$ cat config.mk
export PLATFORM = sky130hd
export DESIGN_NAME = fp_exp_align_pipe
export DESIGN_NICKNAME = d
export VERILOG_FILES = /design/src/rtl/fp_align_pkg.sv /design/src/rtl/fp_sticky_shr.sv /design/src/rtl/fp_exp_align_pipe.sv
export SDC_FILE = /design/constraint.sdc
export NUM_CORES = 1
export LEC_CHECK = 0
export ABC_AREA = 1
export BUFFER_PORTS_ARGS = -buffer_cell sky130_fd_sc_hd__clkbuf_2
export CORE_MARGIN = 2
export CORE_UTILIZATION = 45
export CTS_CLUSTER_SIZE = 28
export DETAILED_ROUTE_END_ITERATION = 10
export PLACE_DENSITY = 0.65
export SYNTH_ARGS = -nofsm -noshare
export SYNTH_HDL_FRONTEND = slang
export SYNTH_HIERARCHICAL = 1
export SYNTH_SLANG_ARGS = --single-unit
$ cat constraint.sdc
create_clock -name clk -period 3.3 [get_ports clk]
set_input_delay 0.33 -clock clk [delete_from_list [all_inputs] [get_ports clk]]
set_output_delay 0.33 -clock clk [all_outputs]
set_load 0.1 [all_outputs]
$ cat src/rtl/fp_align_pkg.sv
// Shared definitions for the FP adder exponent-compare / mantissa-align path.
package fp_align_pkg;

   // Guard, round and sticky bits appended below the aligned mantissa.
   localparam int GRS_W = 3;

   // A difference beyond MAN_W+2 shifts even the hidden bit past the sticky
   // position, so the small operand can only contribute a sticky bit.
   function automatic logic too_big_f(input logic [31:0] diff, input int man_w);
      return diff > 32'(man_w + 2);
   endfunction

endpackage

$ cat src/rtl/fp_sticky_shr.sv
// Combinational right shifter that appends G/R/S bits and folds every bit
// shifted out below the sticky position back into the sticky bit.
module fp_sticky_shr
   import fp_align_pkg::*;
#(
   parameter int W  = 24,
   parameter int SW = 9
) (
   input  logic [W-1:0]       man,
   input  logic [SW-1:0]      sh,
   output logic [W+GRS_W-1:0] al
);

   localparam int EW = W + GRS_W;

   logic [EW-1:0] ext;
   logic [EW-1:0] shifted;
   logic [EW-1:0] lost_mask;

   // Shift the extended mantissa and OR the lost bits into bit 0.
   always_comb begin
      // NOTE: every always_comb output gets a value on every path; a missed
      // assignment would infer a latch.
      ext       = {man, {GRS_W{1'b0}}};
      shifted   = ext >> sh;
      lost_mask = ~({EW{1'b1}} << sh);
      al        = {shifted[EW-1:1], shifted[0] | (|(ext & lost_mask))};
   end

endmodule

$ cat src/rtl/fp_exp_align_pipe.sv
// Two-stage exponent compare and mantissa align unit with valid/ready flow
// control. Stage 1 orders the operands, stage 2 aligns the smaller mantissa.
module fp_exp_align_pipe
   import fp_align_pkg::*;
#(
   parameter int EXP_W = 8,
   parameter int MAN_W = 24,
   parameter int SHW   = $clog2(MAN_W + 3)
) (
   input  logic                   clk,
   input  logic                   rst_n,
   input  logic                   flush,
   input  logic                   in_valid,
   output logic                   in_ready,
   input  logic [EXP_W-1:0]       exp_a,
   input  logic [EXP_W-1:0]       exp_b,
   input  logic [MAN_W-1:0]       man_a,
   input  logic [MAN_W-1:0]       man_b,
   output logic                   out_valid,
   input  logic                   out_ready,
   output logic [EXP_W-1:0]       exp_big,
   output logic [MAN_W-1:0]       man_big,
   output logic [MAN_W+GRS_W-1:0] man_small_al,
   output logic [SHW-1:0]         nshift,
   output logic                   swapped,
   output logic                   too_big
);

   // Stage-1 payload; widths follow the instance parameters.
   typedef struct packed {
      logic [EXP_W-1:0] exp_big;
      logic [MAN_W-1:0] man_big;
      logic [MAN_W-1:0] man_small;
      logic [EXP_W:0]   diff;
      logic             swapped;
      logic             too_big;
   } align_s1_t;

   align_s1_t s1_d;
   align_s1_t s1_q;
   logic      v1;
   logic      en1;
   logic      en2;
   logic [EXP_W:0] diff_ab;
   logic [EXP_W:0] diff_ba;
   logic           b_exp_gt;
   logic [MAN_W+GRS_W-1:0] shr_al;
   logic [MAN_W+GRS_W-1:0] al_d;
   logic [SHW-1:0]         nshift_d;

   // A stage advances when the stage after it can take its contents.
   assign en2      = out_ready || !out_valid;
   assign en1      = en2 || !v1;
   assign in_ready = en1;

   // Compare exponents with one extra bit so the largest difference never wraps.
   always_comb begin
      diff_ab  = {1'b0, exp_a} - {1'b0, exp_b};
      diff_ba  = {1'b0, exp_b} - {1'b0, exp_a};
      b_exp_gt = diff_ab[EXP_W];
      s1_d.swapped   = b_exp_gt || ((exp_a == exp_b) && (man_b > man_a));
      s1_d.exp_big   = s1_d.swapped ? exp_b : exp_a;
      s1_d.man_big   = s1_d.swapped ? man_b : man_a;
      s1_d.man_small = s1_d.swapped ? man_a : man_b;
      s1_d.diff      = b_exp_gt ? diff_ba : diff_ab;
      s1_d.too_big   = too_big_f(32'(s1_d.diff), MAN_W);
   end

   // Stage 1 register: flush wins over a same-cycle input transfer.
   always_ff @(posedge clk or negedge rst_n) begin
      // NOTE: sequential state uses non-blocking assignments so every register
      // samples the pre-edge values regardless of statement order.
      if (!rst_n) begin
         v1   <= 1'b0;
         s1_q <= '0;
      end else begin
         if (flush)    v1 <= 1'b0;
         else if (en1) v1 <= in_valid;
         if (en1 && in_valid) s1_q <= s1_d;
      end
   end

   fp_sticky_shr #(
      .W  (MAN_W),
      .SW (EXP_W + 1)
   ) u_shr (
      .man (s1_q.man_small),
      .sh  (s1_q.diff),
      .al  (shr_al)
   );

   // Out-of-range differences collapse the small operand to a lone sticky bit.
   always_comb begin
      al_d     = shr_al;
      nshift_d = s1_q.diff[SHW-1:0];
      if (s1_q.too_big) begin
         al_d     = {{(MAN_W + GRS_W - 1){1'b0}}, |s1_q.man_small};
         nshift_d = '0;
      end
   end

   // Stage 2 register: outputs hold while the downstream stalls.
   always_ff @(posedge clk or negedge rst_n) begin
      // NOTE: the output registers are reset too, so every output reads 0 as
      // soon as rst_n falls instead of exposing stale in-flight data.
      if (!rst_n) begin
         out_valid    <= 1'b0;
         exp_big      <= '0;
         man_big      <= '0;
         man_small_al <= '0;
         nshift       <= '0;
         swapped      <= 1'b0;
         too_big      <= 1'b0;
      end else begin
         if (flush)    out_valid <= 1'b0;
         else if (en2) out_valid <= v1;
         if (en2 && v1) begin
            exp_big      <= s1_q.exp_big;
            man_big      <= s1_q.man_big;
            man_small_al <= al_d;
            nshift       <= nshift_d;
            swapped      <= s1_q.swapped;
            too_big      <= s1_q.too_big;
         end
      end
   end

endmodule

Word level (Yosys, flattened, before mapping)
Cells that the tools add are included.

Register bits after elaboration: 135. Input port bits: 69. Output and inout bits: 68.

Add/subtract/negate cells: 2. Order comparisons: 2. Equality and inequality tests: 1. Shift operators: 2. Mux-type cells: 10. Bitwise logic cells: 3. Reductions and logical operators: 12.

Operators with widths (count): 2-to-1 mux 24 bit (2); bitwise AND 27 bit (1); 2-to-1 mux 27 bit (1); inverter 27 bit (1); OR reduction 27 bit (1); left shift 27 x 9 -> 27 bit, first input constant (1); >> shifter 27 x 9 -> 27 bit (1); greater-than comparator 24 bit (1); OR reduction 24 bit (1); subtractor 8 x 8 -> 9 bit (2); greater-than comparator 9 x 5 -> 1 bit, second input constant (1); 2-to-1 mux 9 bit (1); == test 8 bit (1); 2-to-1 mux 8 bit (1); 2-to-1 mux 5 bit (1); 2-to-1 mux 1 bit (4); nonzero test 2 bit (2); logical AND 1 bit (3); logical OR 1 bit (3); logical NOT 1 bit (2); bitwise OR 1 bit (1).

Longest topological paths before layout
Depth in word-level cells: 6. Gate-level depth with buffers: 18.

Cells and area by module
Netlist, hierarchy kept.

Modules (own cells, without submodules): fp_exp_align_pipe (times used 1, cells an instance 953, area an instance 7382.1 sq um, seq. area each 3378.2 sq um); fp_sticky_shr (times used 1, cells an instance 406, area an instance 1864.3 sq um, seq. area each 0.0 sq um).

Worst setup path after synthesis
Ideal clock, no wire load.

Path type: reg2reg. From: register out_valid. To: register s1_q[35] (netlist name). Setup time: 0.066 ns. Arrival time: 3.081 ns. Path slack: 0.153 ns. Stages on the path, launching flop included: 7. Clock period less this slack: 3.147 ns. Cells stage by stage: dfrtp_1 > nand3_1 > nand2_1 > clkbuf_1 > clkbuf_1 > nand2_1 > nand2_1.

Cells in the longest elaborated chain, start to end: 4.

Ends and longest elaborated chain: start: declaration (line fp_exp_align_pipe.sv:19) `output logic out_valid,`; start signal: assignment (line fp_exp_align_pipe.sv:116) `else if (en2) out_valid <= v1;`; logical NOT 1 bit (line fp_exp_align_pipe.sv:52) `assign en2 = out_ready || !out_valid;`; logical OR 1 bit (line fp_exp_align_pipe.sv:52); logical OR 1 bit (line fp_exp_align_pipe.sv:53) `assign en1 = en2 || !v1;`; via in_ready (line fp_exp_align_pipe.sv:14) `output logic in_ready,`; logical AND 1 bit (line fp_exp_align_pipe.sv:79) `if (en1 && in_valid) s1_q <= s1_d;`; end signal: assignment (line fp_exp_align_pipe.sv:75) `s1_q <= '0;`; end signal: assignment (line fp_exp_align_pipe.sv:79); end: declaration (line fp_exp_align_pipe.sv:40) `align_s1_t s1_q;`.

The timed path passes the listed nets, and every way through them passes these cells. A chain may end at the register's enable or synchronous reset.

Worst setup path after layout
From: register s1_q[4] (netlist name). To: register man_small_al[0].

Cells in the longest elaborated chain, start to end: 6. Elaborated cells on any way between the ends: 7. Those cells by class: shift (2); mux (1); bitwise (3); reduce/logical (1).

Ends and longest elaborated chain: left shift 27 x 9 -> 27 bit (line fp_sticky_shr.sv:26) `lost_mask = ~({EW{1'b1}} << sh);`; inverter 27 bit (line fp_sticky_shr.sv:26); bitwise AND 27 bit (line fp_sticky_shr.sv:27) `al = {shifted[EW-1:1], shifted[0] | (|(ext & lost_mask))};`; OR reduction 27 bit (line fp_sticky_shr.sv:27); bitwise OR 1 bit (*) (line fp_sticky_shr.sv:27); via shr_al[0] (line fp_exp_align_pipe.sv:47) `logic [MAN_W+GRS_W-1:0] shr_al;`; 2-to-1 mux 27 bit (*) (line fp_exp_align_pipe.sv:96) `if (s1_q.too_big) begin`; end signal: assignment (line fp_exp_align_pipe.sv:120) `man_small_al <= al_d;`; end: declaration (line fp_exp_align_pipe.sv:23) `output logic [MAN_W+GRS_W-1:0] man_small_al,`.

The timed path passes the listed nets; every way through them passes the cells marked *.

==> results.toml <==
[run_status]
status = "finished, final reports clean"

[worst_setup_path]
crit_fanout = 16
path_class = "reg -> reg"
worst_setup_path_start_kind = "flop"
cp-end-kind = "flop"
cp_cell_sequence = "nor2_1 > inv_1 > a21oi_1 > nand2_1 > nand2_1 > nand2_1 > nor2_1 > nand3_1 > nor2_1 > nand2_1 > o221ai_1 > nand2_1"
cp_slowest_cell = "dfrtp_1"
required_ps = 3600
rr_startpoint = "s1_q[4]"
ff2ff_path_depth = 12
startpoint = "s1_q[4]"
cp.arrival_ps = 2790
reg2reg_to = "man_small_al[0]"
cpPeakStageDelay_ps = 600
rrSetupSlack_ps = 810
cpMostUsedCell = "nand2_1"

[pwr]
switchingPower_w = 0.00289
powerDensity_nw_per_um2 = 629
pwr-share-clk_pct = 31.1
power_frac_seq_pct = 31.5
switching_share_pct = 43.0
p_int_w = 0.00384
peakVddDrop_uv = 358
pwr-share-comb_pct = 37.4
power.total_w = 0.00673
power.leakage_nw = 6.02

[sta]
skew_ps = 7.70
period_minus_slack_ps = 2490
grt_setup_unrepaired = "false"
slew_headroom_pct = 35.5
worst_pin_slew_ps = 968
fin_setup_tns_ps = 0
hold_viol = 0
max_freq_ghz = 0.401
slew_violations = 0
finalSetupViolations = 0
min_period_over_period_pct = 75.5

[synth]
synth_edf_count = 0
yosys_warnings = 6
ys_top_cells_by_area = "dfrtp_1 37%, nand2_1 21%, nand3_1 12%"
synth.cell_area_um2 = 9250
synth_common_cells = "519 x nand2_1, 219 x nand3_1, 135 x dfrtp_1"
ys_seq_area_share_pct = 36.5
synth_nets = 1470
synth_flop_cell = "dfrtp_1"
synthDominantCellAreaShare_pct = 36.5
avgSynthCellArea_um2 = 6.80
yosysMostFrequentCell = "nand2_1"
synth_top_area_cell = "dfrtp_1"
ys_types = 41
ys_async_sr_fraction_pct = 100
ys_ff_latch = 135
synth_cells = 1359

[drt]
drcViolationCount = 0
ant_nets = 0
post_drt_wl_per_cell_um = 15.4
vias_per_cell = 5.29
firstDrtPassIters = 5
drt_iter0_drc = 846
routed_wl_um = 27000
vias = 9226

[clock_network]
cts_setup_buffers = 0
insertion_delay_ps = 420
root_buffer = "clkbuf_16"
clock_path_buffers = 2
hold_buffers = 0
cts_tree = "yes"
cts_resized = 0
h-tree-depth = 4
cts_buffers = 17
cts.sinks = 135
cts.clk_slew.worst_paths_ps = 60

[min_path]
hold_class = "in -> async"

[grt]
antenna_found_initial = 0
grt_use_total_pct = 25.2
grt_max_degree = 109
gr-total-overflow = 0
first_global_vias = 8532
grt_first_pass_wirelength_um = 44200

[floorplanning]
core_area_um2 = 20200
fp.dieW_um = 147
die_h_um = 147
ios = 137
dieArea_um2 = 21700
start_util_pct = 45.8
fp-row-count = 52

[finish]
syn_to_final_growth_pct = 15.7
final_nets = 1574
num_antenna_cells = 0
layout-drive-gt1-share_pct = 14.7

[run]
cap_violations = 0

[placed_design]
hpwl_um = 19500
port-buffer-count = 136
gp_congestion = 0.945
state kept, by name, summed over array words and instances, names as in the netlist:
register	flops
exp_big	8
man_big	24
nshift	5
swapped	1
s1_q	67
too_big	1
v1	1
man_small_al	27
out_valid	1
how the worst max path moves through the flow:
stage	endpoint	slack, ps	depth (start not counted)
floorplan	s1_q[35]	150	6
global placement	s1_q[48]	580	15
detailed placement	s1_q[47]	590	15
CTS	man_small_al[0]	820	12
global route	man_small_al[0]	630	14
finish	man_small_al[0]	810	12
critical path, delay by kind of cell, from the launching register on:
family / cells / cell delay, ps
compound gates: 2 / 470
simple gates: 9 / 1080
flops: 1 / 600
buf+inv: 1 / 220
stage by stage:
step / util, % / worst slack, ps / hold WS (ps) / cell area, um2 / instances
3_3_place_gp: 49.9 / 577 / 453 / 10100 / 1714
6_report: 53.1 / 808 / 14.7 / 10700 / 1745
5_1_grt: 53.1 / 626 / 76.5 / 10700 / 1745
4_1_cts: 53.1 / 816 / 57.0 / 10700 / 1745
2_1_floorplan: - / 153 / 34.4 / 9250 / 1359
3_5_place_dp: 49.9 / 586 / 458 / 10100 / 1714
logic make-up (layout without fill, tap and decap cells):
family / Yosys count / in the layout / synth area share (%)
buffers and inverters: 208 / 324 / 9.74
xor gates and xnor gates: 5 / 5 / 0.474
adders and majority gates: 42 / 42 / 5.85
DFF: 135 / 135 / 36.5
AOI/OAI and AO/OA: 116 / 116 / 8.00
and+or+nand+nor: 853 / 853 / 39.4
area by class of cell:
class	count	area [um2]
Sequential cell	135	3380
Timing Repair Buffer	156	850
Clock inverter	12	201
Clock buffer	19	443
Inverter	137	515
Fill cell	2098	9470
Tap cell	270	338
Multi-Input combinational cell	1016	4970
power by group through the flow:
stage	sequential, W	combinational, W	clock [W]
detailed placement	0.00214	0.00249	0
CTS	0.00212	0.00250	0.00212
global route	0.00215	0.00273	0.00220
floorplan	0.00284	0.00120	0
finish	0.00212	0.00252	0.00209
global placement	0.00214	0.00248	0
routing by layer:
| layer | global-route usage (%) | share of wire [%] | wire (um) | up-vias |
|---|---|---|---|---|
| li1 | - | - | - | 4611 |
| met1 | 37.0 | 48 | 12800 | 4230 |
| met2 | 37.9 | 44 | 11800 | 344 |
| met3 | 4.38 | 6.8 | 1820 | 41 |
| met4 | 7.64 | 1.9 | 503 | 0 |
| met5 | 0 | 0 | 0 | - |
layout by cell type, fill, tap and decap left out, types with 2 or more instances in the layout:
cell / synthesis / final
nand2_1: 519 / 517
nand3_1: 219 / 219
dfrtp_1: 135 / 135
clkbuf_2: 1 / 135
inv_1: 127 / 126
nor2_1: 58 / 57
ha_1: 40 / 40
a21oi_1: 38 / 38
a22o_1: 32 / 32
nand4_1: 29 / 29
o21ai_0: 21 / 21
buf_4: 3 / 19
clkbuf_16: 0 / 17
o21ai_1: 11 / 11
inv_2: 8 / 9
nand2_2: 5 / 7
nor4_1: 7 / 7
xor2_1: 5 / 5
bufinv_16: 0 / 5
nor2_2: 3 / 4
a21o_1: 3 / 3
nor2_4: 3 / 3
clkinv_4: 0 / 3
clkinv_2: 1 / 3
and2_1: 3 / 3
a31oi_1: 2 / 2
o21a_1: 2 / 2
o21ai_2: 2 / 2
nand2_4: 2 / 2
fa_1: 2 / 2
clkinvlp_4: 0 / 2
a21oi_2: 2 / 2
Note: power is estimated with default switching activity, not from simulation.
